--- src/rtl/control_state_machine.sv ---
// ---------------------------------------------------------------------------
// control_state_machine
//
// Instruction sequencer for the 8-bit-bus CPU. It walks the 5-bit control
// state that control_signals decodes into datapath strobes. It also inserts
// memory wait states, flags illegal opcodes and halts the core.
//
// Optional build macro:
//   CTRL_SINGLE_STEP_EN - when defined, step_mode_i/step_i gate the start of
//                         each instruction in S_FETCH_1. When undefined, both
//                         inputs are ignored and the core free-runs.
//
// Ports:
//   clk_i          system clock, rising edge
//   reset_i        synchronous, active-high reset
//   opcode_i[15:0] IR contents; the class is taken from [15:9]
//   mem_ready_i    memory access completes this cycle when 1
//   step_mode_i    single-step enable (CTRL_SINGLE_STEP_EN builds only)
//   step_i         single-step advance pulse (CTRL_SINGLE_STEP_EN builds only)
//   state_o        current control state, registered
//   instr_done_o   one-cycle pulse on the first S_FETCH_1 cycle after retire
//   halted_o       core stopped (state is S_HALT)
//   illegal_op_o   sticky illegal-opcode flag, cleared only by reset
// ---------------------------------------------------------------------------
module control_state_machine #(
    parameter int STATE_W = 5
) (
    input  logic               clk_i,
    input  logic               reset_i,
    input  logic [15:0]        opcode_i,
    input  logic               mem_ready_i,
    input  logic               step_mode_i,
    input  logic               step_i,
    output logic [STATE_W-1:0] state_o,
    output logic               instr_done_o,
    output logic               halted_o,
    output logic               illegal_op_o
);

    typedef enum logic [4:0] {
        S_FETCH_1         = 5'b00000,
        S_FETCH_2         = 5'b00001,
        S_ALU_OPERATION   = 5'b00010,
        S_ALU_IMMEDIATE   = 5'b00011,
        S_STORE_RESULT_1  = 5'b00100,
        S_STORE_RESULT_2  = 5'b00101,
        S_COPY_REGISTER   = 5'b00110,
        S_FETCH_IMMEDIATE = 5'b00111,
        S_FETCH_ADDRESS_1 = 5'b01000,
        S_FETCH_ADDRESS_2 = 5'b01001,
        S_FETCH_ADDRESS_3 = 5'b01010,
        S_FETCH_ADDRESS_4 = 5'b01011,
        S_FETCH_MEMORY    = 5'b01100,
        S_STORE_MEMORY    = 5'b01101,
        S_TEMP_FETCH      = 5'b01110,
        S_TEMP_STORE      = 5'b01111,
        S_LOAD_JUMP_1     = 5'b10000,
        S_LOAD_JUMP_2     = 5'b10001,
        S_EXECUTE_JUMP    = 5'b10010,
        S_HALT            = 5'b11110
    } state_e;

    localparam logic [4:0] OP_MULTIPLY = 5'b00110;
    localparam logic [4:0] OP_MOVE     = 5'b10000;
    localparam logic [4:0] OP_LOAD     = 5'b10001;
    localparam logic [4:0] OP_LOADM    = 5'b10010;
    localparam logic [4:0] OP_STOREM   = 5'b10011;
    localparam logic [4:0] OP_JUMP     = 5'b10100;
    localparam logic [4:0] OP_NOP      = 5'b10101;
    localparam logic [4:0] OP_HALT     = 5'b11111;

    state_e     state_q, state_d;
    logic       instrDone_q, instrDone_d;
    logic       illegalOp_q, illegalOp_d;

    logic [4:0] majorOp;
    logic [1:0] mode;
    state_e     decodeState;
    logic       decodeIllegal;
    state_e     succState;
    logic       succIllegal;
    logic       memState;
    logic       advance;

    // The low opcode bits carry operand fields that belong to the datapath.
    logic       unusedOpcodeBits;
    assign unusedOpcodeBits = ^opcode_i[8:0];

    assign majorOp = opcode_i[15:11];
    assign mode    = opcode_i[10:9];

    // Instruction-class decode, consulted only when leaving S_FETCH_2.
    // ALU class uses the mode field to pick register, immediate or memory
    // operand; MULTIPLY has no memory-operand form.
    always_comb begin
        decodeState   = S_HALT;
        decodeIllegal = 1'b0;
        if (!majorOp[4]) begin
            case (mode)
                2'b00: decodeState = S_ALU_OPERATION;
                2'b01: decodeState = S_ALU_IMMEDIATE;
                2'b10: begin
                    if (majorOp == OP_MULTIPLY) begin
                        decodeIllegal = 1'b1;
                    end else begin
                        decodeState = S_FETCH_ADDRESS_3;
                    end
                end
                default: decodeIllegal = 1'b1;
            endcase
        end else begin
            case (majorOp)
                OP_MOVE:   decodeState = S_COPY_REGISTER;
                OP_LOAD:   decodeState = S_FETCH_IMMEDIATE;
                OP_LOADM:  decodeState = S_FETCH_ADDRESS_1;
                OP_STOREM: decodeState = S_FETCH_ADDRESS_1;
                OP_JUMP:   decodeState = S_LOAD_JUMP_1;
                OP_NOP:    decodeState = S_FETCH_1;
                OP_HALT:   decodeState = S_HALT;
                default:   decodeIllegal = 1'b1;
            endcase
        end
    end

    // Successor of each state, plus whether the state waits on mem_ready_i.
    // The IR is stable for the whole instruction, so later states may look
    // at the major code again (MULTIPLY tail, LOADM vs STOREM split).
    always_comb begin
        succState   = S_HALT;
        succIllegal = 1'b0;
        memState    = 1'b0;
        case (state_q)
            S_FETCH_1: begin
                memState  = 1'b1;
                succState = S_FETCH_2;
            end
            S_FETCH_2: begin
                memState    = 1'b1;
                succState   = decodeState;
                succIllegal = decodeIllegal;
            end
            S_ALU_OPERATION: succState = S_STORE_RESULT_1;
            S_ALU_IMMEDIATE: begin
                memState  = 1'b1;
                succState = S_STORE_RESULT_1;
            end
            S_STORE_RESULT_1: begin
                succState = (majorOp == OP_MULTIPLY) ? S_STORE_RESULT_2 : S_FETCH_1;
            end
            S_STORE_RESULT_2: succState = S_FETCH_1;
            S_COPY_REGISTER:  succState = S_FETCH_1;
            S_FETCH_IMMEDIATE: begin
                memState  = 1'b1;
                succState = S_FETCH_1;
            end
            S_FETCH_ADDRESS_1: begin
                memState  = 1'b1;
                succState = S_FETCH_ADDRESS_2;
            end
            S_FETCH_ADDRESS_2: begin
                memState  = 1'b1;
                succState = majorOp[0] ? S_STORE_MEMORY : S_FETCH_MEMORY;
            end
            S_FETCH_ADDRESS_3: begin
                memState  = 1'b1;
                succState = S_FETCH_ADDRESS_4;
            end
            S_FETCH_ADDRESS_4: begin
                memState  = 1'b1;
                succState = S_TEMP_FETCH;
            end
            S_FETCH_MEMORY, S_STORE_MEMORY, S_TEMP_STORE: begin
                memState  = 1'b1;
                succState = S_FETCH_1;
            end
            S_TEMP_FETCH: begin
                memState  = 1'b1;
                succState = S_TEMP_STORE;
            end
            S_LOAD_JUMP_1: begin
                memState  = 1'b1;
                succState = S_LOAD_JUMP_2;
            end
            S_LOAD_JUMP_2: begin
                memState  = 1'b1;
                succState = S_EXECUTE_JUMP;
            end
            S_EXECUTE_JUMP: succState = S_FETCH_1;
            S_HALT:         succState = S_HALT;
            default: begin
                succState   = S_HALT;
                succIllegal = 1'b1;
            end
        endcase
    end

`ifdef CTRL_SINGLE_STEP_EN
    // stepArmed_q remembers a step pulse accepted in S_FETCH_1, so a memory
    // stall after the pulse does not lose it. It drops once the instruction
    // leaves S_FETCH_1, which is why mid-instruction pulses have no effect.
    logic stepArmed_q, stepArmed_d;
    logic stepHold;

    always_comb begin
        stepArmed_d = 1'b0;
        if (state_q == S_FETCH_1) begin
            stepArmed_d = stepArmed_q | (step_mode_i & step_i);
        end
        stepHold = (state_q == S_FETCH_1) && step_mode_i && !step_i && !stepArmed_q;
    end

    always_ff @(posedge clk_i) begin
        if (reset_i) begin
            stepArmed_q <= 1'b0;
        end else begin
            stepArmed_q <= stepArmed_d;
        end
    end
`else
    logic stepHold;
    logic unusedStepInputs;
    assign stepHold         = 1'b0;
    assign unusedStepInputs = step_mode_i ^ step_i;
`endif

    // Memory states stall while mem_ready_i is low; everything else moves on.
    // instr_done is raised for the cycle after any transition that lands in
    // S_FETCH_1 from another state, so stalls in S_FETCH_1 never repeat it.
    always_comb begin
        advance     = (!memState || mem_ready_i) && !stepHold;
        state_d     = advance ? succState : state_q;
        illegalOp_d = illegalOp_q | (advance & succIllegal);
        instrDone_d = (state_q != S_FETCH_1) && (state_d == S_FETCH_1);
    end

    // State and flag registers; reset wins over everything, including S_HALT.
    always_ff @(posedge clk_i) begin
        if (reset_i) begin
            state_q     <= S_FETCH_1;
            instrDone_q <= 1'b0;
            illegalOp_q <= 1'b0;
        end else begin
            state_q     <= state_d;
            instrDone_q <= instrDone_d;
            illegalOp_q <= illegalOp_d;
        end
    end

    assign state_o      = STATE_W'(state_q);
    assign instr_done_o = instrDone_q;
    assign halted_o     = (state_q == S_HALT);
    assign illegal_op_o = illegalOp_q;

endmodule
--- config.mk ---
export PLATFORM = sky130hd
export DESIGN_NAME = control_state_machine
export DESIGN_NICKNAME = d
export VERILOG_FILES = /design/src/rtl/control_state_machine.sv
export SDC_FILE = /design/constraint.sdc
export NUM_CORES = 1
export LEC_CHECK = 0
export BUFFER_PORTS_ARGS = -buffer_cell sky130_fd_sc_hd__buf_2
export CORE_MARGIN = 5
export CORE_UTILIZATION = 40
export CTS_CLUSTER_DIAMETER = 100
export DETAILED_ROUTE_END_ITERATION = 7
export PLACE_DENSITY = 0.79
export SLEW_MARGIN = 20
export SYNTH_ARGS = -nofsm -noshare
export SYNTH_HDL_FRONTEND = slang
export SYNTH_SLANG_ARGS = --single-unit
--- constraint.sdc ---
create_clock -name clk_i -period 2.21 [get_ports clk_i]
set_input_delay 0.1105 -clock clk_i [delete_from_list [all_inputs] [get_ports clk_i]]
set_output_delay 0.1105 -clock clk_i [all_outputs]
set_load 0.05 [all_outputs]
Word-level counts from Yosys, hierarchy flattened --
Cells that the tools add are included.
Word-level totals: register bits after elaboration 7, input port bits 21, output and inout port bits 8, word-level logic and storage cells 62
Operators by class: eq/ne operators 29, muxes and demuxes 14, bitwise operators 2, reduce and logical (&&, ||, !) cells 14
Operators by type and width (count):
- 5-bit one-hot mux with 12 select lines | 1
- 5-bit equality test (second input constant) | 11
- 5-bit by 4-bit equality test with 1-bit output (second input constant) | 8
- 5-bit by 3-bit equality test with 1-bit output (second input constant) | 5
- 5-bit one-hot mux with 5 select lines | 1
- 19-bit OR reduction | 1
- 5-bit two-way mux | 3
- 5-bit one-hot mux with 3 select lines | 1
- 14-bit OR reduction | 1
- 7-bit OR reduction | 2
- 5-bit by 2-bit equality test with 1-bit output (second input constant) | 2
- 5-bit logical NOT | 2
- 2-bit OR reduction | 3
- 5-bit by 1-bit equality test with 1-bit output (second input constant) | 1
- 1-bit two-way mux | 5
- 5-bit nonzero test | 1
- 1-bit one-hot mux with 2 select lines | 2
- 3-bit two-way mux | 1
- 2-bit by 1-bit equality test with 1-bit output (second input constant) | 1
- 2-bit equality test (second input constant) | 1
- 2-bit logical NOT | 1
- 1-bit AND | 1
- 1-bit logical AND | 1
- 1-bit logical NOT | 1
- other kinds (2) | 2

Longest topological paths before layout --
Gate-level depths: netlist (run 1).
depth after elaboration 8, mapped depth 7, depth with buffers taken out 6

Worst setup path after synthesis (run 1) --
Ideal clock, no wire load.
path kind reg2reg, from reg state_q[3] (netlist: state_o[3]), to reg instrDone_q (netlist: instr_done_o), library setup time 0.061 ns, data arrival time 1.979 ns, required time 2.149 ns, setup slack 0.170 ns, cell stages (with the launch flop) 8, path buffers 1, period minus slack after synthesis 2.040 ns, cells stage by stage dfxtp_1 buf_6 or3_4 o21ai_2 nand2b_4 or2_1 a2111oi_2 and4_1
On the way: cells in the longest elaborated chain, start to end 8, elaborated cells between the ends (all ways) 30, those cells by class eq/ne (18); mux (3); reduce/logical (9)
Ends and longest elaborated chain:
- from (decl) | RTL line 72 | state_e state_q, state_d;
- from (signal assigned) | RTL line 243 | state_q <= state_d;
- 5-bit equality test, or another cell as far along | RTL line 132 | case (state_q)
- 14-bit OR reduction (no line)
- 1-bit two-way mux | RTL line 132
- 1-bit logical NOT | RTL line 230 | advance = (!memState || mem_ready_i) && !stepHold;
- 1-bit logical OR | RTL line 230
- 5-bit two-way mux | RTL line 231 | state_d = advance ? succState : state_q;
- 5-bit logical NOT | RTL line 233 | instrDone_d = (state_q != S_FETCH_1) && (state_d == S_FETCH_1);
- 1-bit logical AND * | RTL line 233
- to (signal assigned) | RTL line 244 | instrDone_q <= instrDone_d;
- to (decl) | RTL line 73 | logic instrDone_q, instrDone_d;
Mark *: on every way between the ends. The rest lies on a longest branch, timed or not. A chain may end at the register's enable or synchronous reset.

Worst setup path after layout (run 1) --
from reg state_q[0] (netlist: state_o[0]), to reg instrDone_q (netlist: instr_done_o)
Same word-level chain as after synthesis.

==> flow_summary.toml, run 1 <==
[flow_run]
cap_violations = 0

[logic_synthesis]
ys_seq_area_frac = 0.196
synthesis.nets = 119
postSynthCellCount = 98
synth_edf_count = 0
synth_area_leader_cell = "dfxtp_1"
syn_area_um2 = 714
ys_top_cells_by_area = "dfxtp_1, nand2_1, a21oi_1"
synth_top_cell_area_share = 0.196
avgSynthCellArea_um2 = 7.29
synthArstFlopShare = 0
synth_seq_cells = 7
yosysWarnings = 0
synth_cell_types = 42
synthFlopType = "dfxtp_1"

[cts]
cts_sinks = 7
clk_latency_ns = 0.25
post_cts_buffers = 0
cts_buffers = 3
cts_tree = "yes"
htreeDepth = 1
cts_resized = 0
ctsHoldBuffers = 0
cts-root-buf = "clkbuf_4"
cts_buffer_depth = 2
cts.clk_slew.worst_paths_ns = 0.05

[power_and_ir_drop]
ir_drop_v = 0.000719
power_density_nw_per_um2 = 1570
p_leak_nw = 0.358

[route]
viasPerCell = 5.55
vias = 788
dr.max_layer_used = "met4"
drc = 0
route.met2.wl_um = 983
wl_met3_um = 112
wirelength_met1_um = 831
avgRoutedWirePerCell_um = 13.7
dr.pass1.iters = 4
wirelength_mm = 1.95
drt_iter0_drc = 9
antenna_left = 0

[global_routing]
grt_overflow_total = 0
antenna_found_initial = 0
grt_pass1_wl_mm = 3.34
grt_max_degree = 17
grtUsageTotal = 0.160
grt_pass1_vias = 793

[sta]
slew_viol_final = 0
fin_setup_tns_ns = 0
finalHoldViolations = 0
finalSetupViolations = 0
relSlewSlack = 0.677
rsz0062_at_grt = "no"
max_freq_mhz = 509
finalCritPeriodShare = 0.888
hold-worst-slack_ns = 0.112
fin_ws_ns = 0.247
fin_crit_ns = 1.96
worst_pin_slew_ns = 0.472
fin_skew_ns = 0.00396

[finish]
num-nets-final = 139
drive_above_1_share = 0.248
layout_commonest_cell = "buf_2"
fin_util = 0.501
final_cell_mix = "buf_2, nand2_1, nor2_1, a21oi_1, dfxtp_1"
syn_to_final_growth_pct = 19.8
antenna_cells = 0
fill_cells = 183
stdcell_count = 142

[die]
initial_core_util = 0.418
fp-row-count = 15
dieHeight_um = 52.3
dieWidth_um = 52.3
die_area_um2 = 2730
io_pins = 29
core_um2 = 1710

[setup_path]
critPathLaunchType = "register"
path_max_fanout = 15
arrival_ns = 2.15
worstSetupEndpointType = "register"
crit_required_ns = 2.40
critPathKind = "register to register"

[placed_design]
place_inst = 138
place_ws_ns = 0.256
hpwl_mm = 1.48
io_buffers = 17
finalWeightedCongestion = 0.822

[outcome]
status = "complete, no violations"

[worst_hold_path]
min-delay-path-class = "primary input to register"
-- metal layers --
metal / vias up / global-route usage
met5: - / 0
met4: 0 / 0.0979
met3: 2 / 0.0285
met2: 19 / 0.274
met1: 361 / 0.182
li1: 406 / -
-- worst max-delay path, stage by stage (launching register included) --
cell       delay, ns
dfxtp_1         0.62
a21oi_1         0.18
o21ai_2         0.19
nand2b_4        0.09
or2_1           0.24
a2111oi_2       0.34
and4_1          0.23
-- report_power, final --
group / leakage (nW) / total (mW) / internal [mW] / switching, mW
logic: 0.285 / 0.966 / 0.370 / 0.596
clock network: 0.0150 / 0.113 / 0.0687 / 0.0446
registers: 0.0577 / 0.265 / 0.180 / 0.0845
total: 0.358 / 1.34 / 0.619 / 0.725
-- stage by stage --
step	cell area (um^2)	power, mW
3_3_place_gp	830	1.21
4_1_cts	856	1.35
5_1_grt	856	1.47
2_1_floorplan	714	1.02
6_report	856	1.34
3_5_place_dp	830	1.23
-- kinds of logic after synthesis --
| kind of cell | share of synthesized area |
|---|---|
| simple gates | 0.382 |
| compound gates | 0.328 |
| buf+inv | 0.0543 |
| flops | 0.196 |
| xor+xnor | 0.0245 |
| mux | 0.0158 |
-- cell type report --
| class | count | area [um^2] | area share |
|---|---|---|---|
| multi-input combinational | 83 | 536 | 0.626 |
| sequential | 7 | 140 | 0.164 |
| timing repair buffer | 21 | 115 | 0.135 |
| tap | 25 | 31.3 | 0.0365 |
| clock buffer | 4 | 26.3 | 0.0307 |
| inverter | 2 | 7.51 | 0.00877 |
-- cell usage after synthesis, types with 2 or more instances --
master / n
nand2_1: 11
nor2_1: 10
a21oi_1: 8
dfxtp_1: 7
nand2b_1: 6
clkbuf_1: 4
nand3_1: 3
nor3_1: 3
a211o_1: 2
a211oi_1: 2
a21o_1: 2
a2bb2oi_1: 2
and4_1: 2
inv_1: 2
nand3b_1: 2
nor2b_1: 2
o21a_1: 2
o21ai_0: 2
o31ai_1: 2
xnor2_1: 2
-- path summary, 6_finish.rpt --
kind	startpoint	slack, ns	endpoint	depth (start not counted)
setup / recovery	state_o[0]$_SDFF_PP0_	0.25	instr_done_o$_SDFF_PP0_	6
hold / removal	reset_i	0.11	state_o[3]$_SDFF_PP0_	2
setup reg to reg	state_o[0]$_SDFF_PP0_	0.25	instr_done_o$_SDFF_PP0_	6
hold reg to reg	illegal_op_o$_SDFF_PP0_	0.51	illegal_op_o$_SDFF_PP0_	2
-- state kept, by name, indices dropped and copies added (netlist names) --
name and count:
state_o 5, illegal_op_o 1, instr_done_o 1
Note: power is estimated with default switching activity, not from simulation.
==> inputs of run 2 (changes only) <==
--- a/config.mk
+++ b/config.mk
@@ -6,11 +6,13 @@
 export NUM_CORES = 1
 export LEC_CHECK = 0
 export BUFFER_PORTS_ARGS = -buffer_cell sky130_fd_sc_hd__buf_2
+export CELL_PAD_IN_SITES_DETAIL_PLACEMENT = 0
+export CELL_PAD_IN_SITES_GLOBAL_PLACEMENT = 1
 export CORE_MARGIN = 5
-export CORE_UTILIZATION = 40
+export CORE_UTILIZATION = 32
 export CTS_CLUSTER_DIAMETER = 100
 export DETAILED_ROUTE_END_ITERATION = 7
-export PLACE_DENSITY = 0.79
+export PLACE_DENSITY = 0.77
 export SLEW_MARGIN = 20
 export SYNTH_ARGS = -nofsm -noshare
 export SYNTH_HDL_FRONTEND = slang
==> run 2 against run 1 <==
Cell area rose by 0.44%. Maximum frequency up 1.6%. Register-to-register slack improved by 0.03 ns. Highest routed layer is now met3. Largest power group unchanged. Clock-buffer cell count did not move.
==> flow_summary.toml, run 2 (synthesis results as in run 1) <==
[outcome]
status = "complete, no violations"

[cts]
post_cts_buffers = 0
cts_resized = 0
cts.clk_slew.worst_paths_ns = 0.05
cts_tree = "yes"
clk_latency_ns = 0.24
cts_sinks = 7
ctsHoldBuffers = 0
htreeDepth = 1
cts-root-buf = "clkbuf_4"
cts_buffer_depth = 2
cts_buffers = 3

[route]
dr.pass1.iters = 4
wirelength_mm = 1.93
drt_iter0_drc = 25
vias = 777
avgRoutedWirePerCell_um = 13.3
drc = 0
antenna_left = 0
viasPerCell = 5.36

[die]
die_area_um2 = 3280
fp-row-count = 17
dieHeight_um = 57.3
io_pins = 29
dieWidth_um = 57.3
core_um2 = 2170
initial_core_util = 0.329

[finish]
drive_above_1_share = 0.248
syn_to_final_growth_pct = 20.3
num-nets-final = 139
largest_register_ffs = 5
layout_commonest_cell = "buf_2"
antenna_cells = 0
fin_util = 0.396
final_cell_mix = "buf_2, nand2_1, nor2_1, a21oi_1, dfxtp_1"

[power_and_ir_drop]
p_total_mw = 1.35
p_leak_nw = 0.358
power_density_nw_per_um2 = 1560
ir_drop_v = 0.00104

[sta]
finalHoldViolations = 0
finalCritPeriodShare = 0.874
rsz0062_at_grt = "no"
slew_viol_final = 0
worst_pin_slew_ns = 0.537
max_freq_mhz = 518
fin_skew_ns = 0.000102
fin_crit_ns = 1.93
finalSetupViolations = 0
relSlewSlack = 0.633
fin_setup_tns_ns = 0

[global_routing]
grt_overflow_total = 0
grt_max_degree = 19
antenna_found_initial = 0
grtUsageTotal = 0.121
grt_pass1_vias = 761
grt_pass1_wl_mm = 3.29

[setup_path]
critPathBufInv = 0
worstSetupEndpointType = "register"
path_max_fanout = 15
crit_family = "compound AO/OA/AOI/OAI gates"
critPathKind = "register to register"
cp_slowest_cell = "dfxtp_1"
critPathLaunchType = "register"
slowest_delay_ns = 0.63
crit_chain = "a21oi_1 > o21ai_2 > nand2b_4 > or2_1 > a2111oi_2 > and4_1"
arrival_ns = 2.12
crit_required_ns = 2.39

[placed_design]
finalWeightedCongestion = 0.792
hpwl_mm = 1.46
io_buffers = 17

[flow_run]
cap_violations = 0

[worst_hold_path]
min-delay-path-class = "primary input to register"
[run 2: final timing paths]
kind                                start                       to  slack (ns)  cells after the start
hold reg to reg   illegal_op_o$_SDFF_PP0_  illegal_op_o$_SDFF_PP0_        0.52                      2
setup reg to reg    state_o[0]$_SDFF_PP0_  instr_done_o$_SDFF_PP0_        0.28                      6
setup / recovery    state_o[0]$_SDFF_PP0_  instr_done_o$_SDFF_PP0_        0.28                      6
hold / removal                    reset_i    state_o[3]$_SDFF_PP0_        0.13                      2
[run 2: final cells by class]
class	count	area, um^2
Clock buffer	4	26.3
Fill cell	242	1310
Inverter	2	7.51
Multi-Input combinational cell	83	536
Sequential cell	7	140
Tap cell	28	35.0
Timing Repair Buffer	21	115
[run 2: stage by stage]
step / cells / worst slack, ns / hold WS, ns / instance area [um^2]
final: 145 / 0.278 / 0.127 / 860
after global routing: 145 / 0.127 / 0.130 / 860
after CTS: 145 / 0.278 / 0.122 / 860
after detailed placement: 141 / 0.298 / 0.380 / 833
after global placement: 141 / 0.274 / 0.374 / 833
after floorplan: 98 / 0.170 / 0.180 / 714
[run 2: where the power goes]
| group | total (mW) | internal (mW) | switching [mW] |
|---|---|---|---|
| clock network | 0.109 | 0.0685 | 0.0407 |
| logic | 0.971 | 0.371 | 0.601 |
| registers | 0.265 | 0.180 | 0.0845 |
[run 2: metal layers]
layer,vias to the layer above,share of wire,global-route usage
met5,-,0,0
met4,0,0,0.0298
met3,0,0.051,0.0158
met2,20,0.45,0.194
met1,350,0.50,0.172
li1,407,-,-
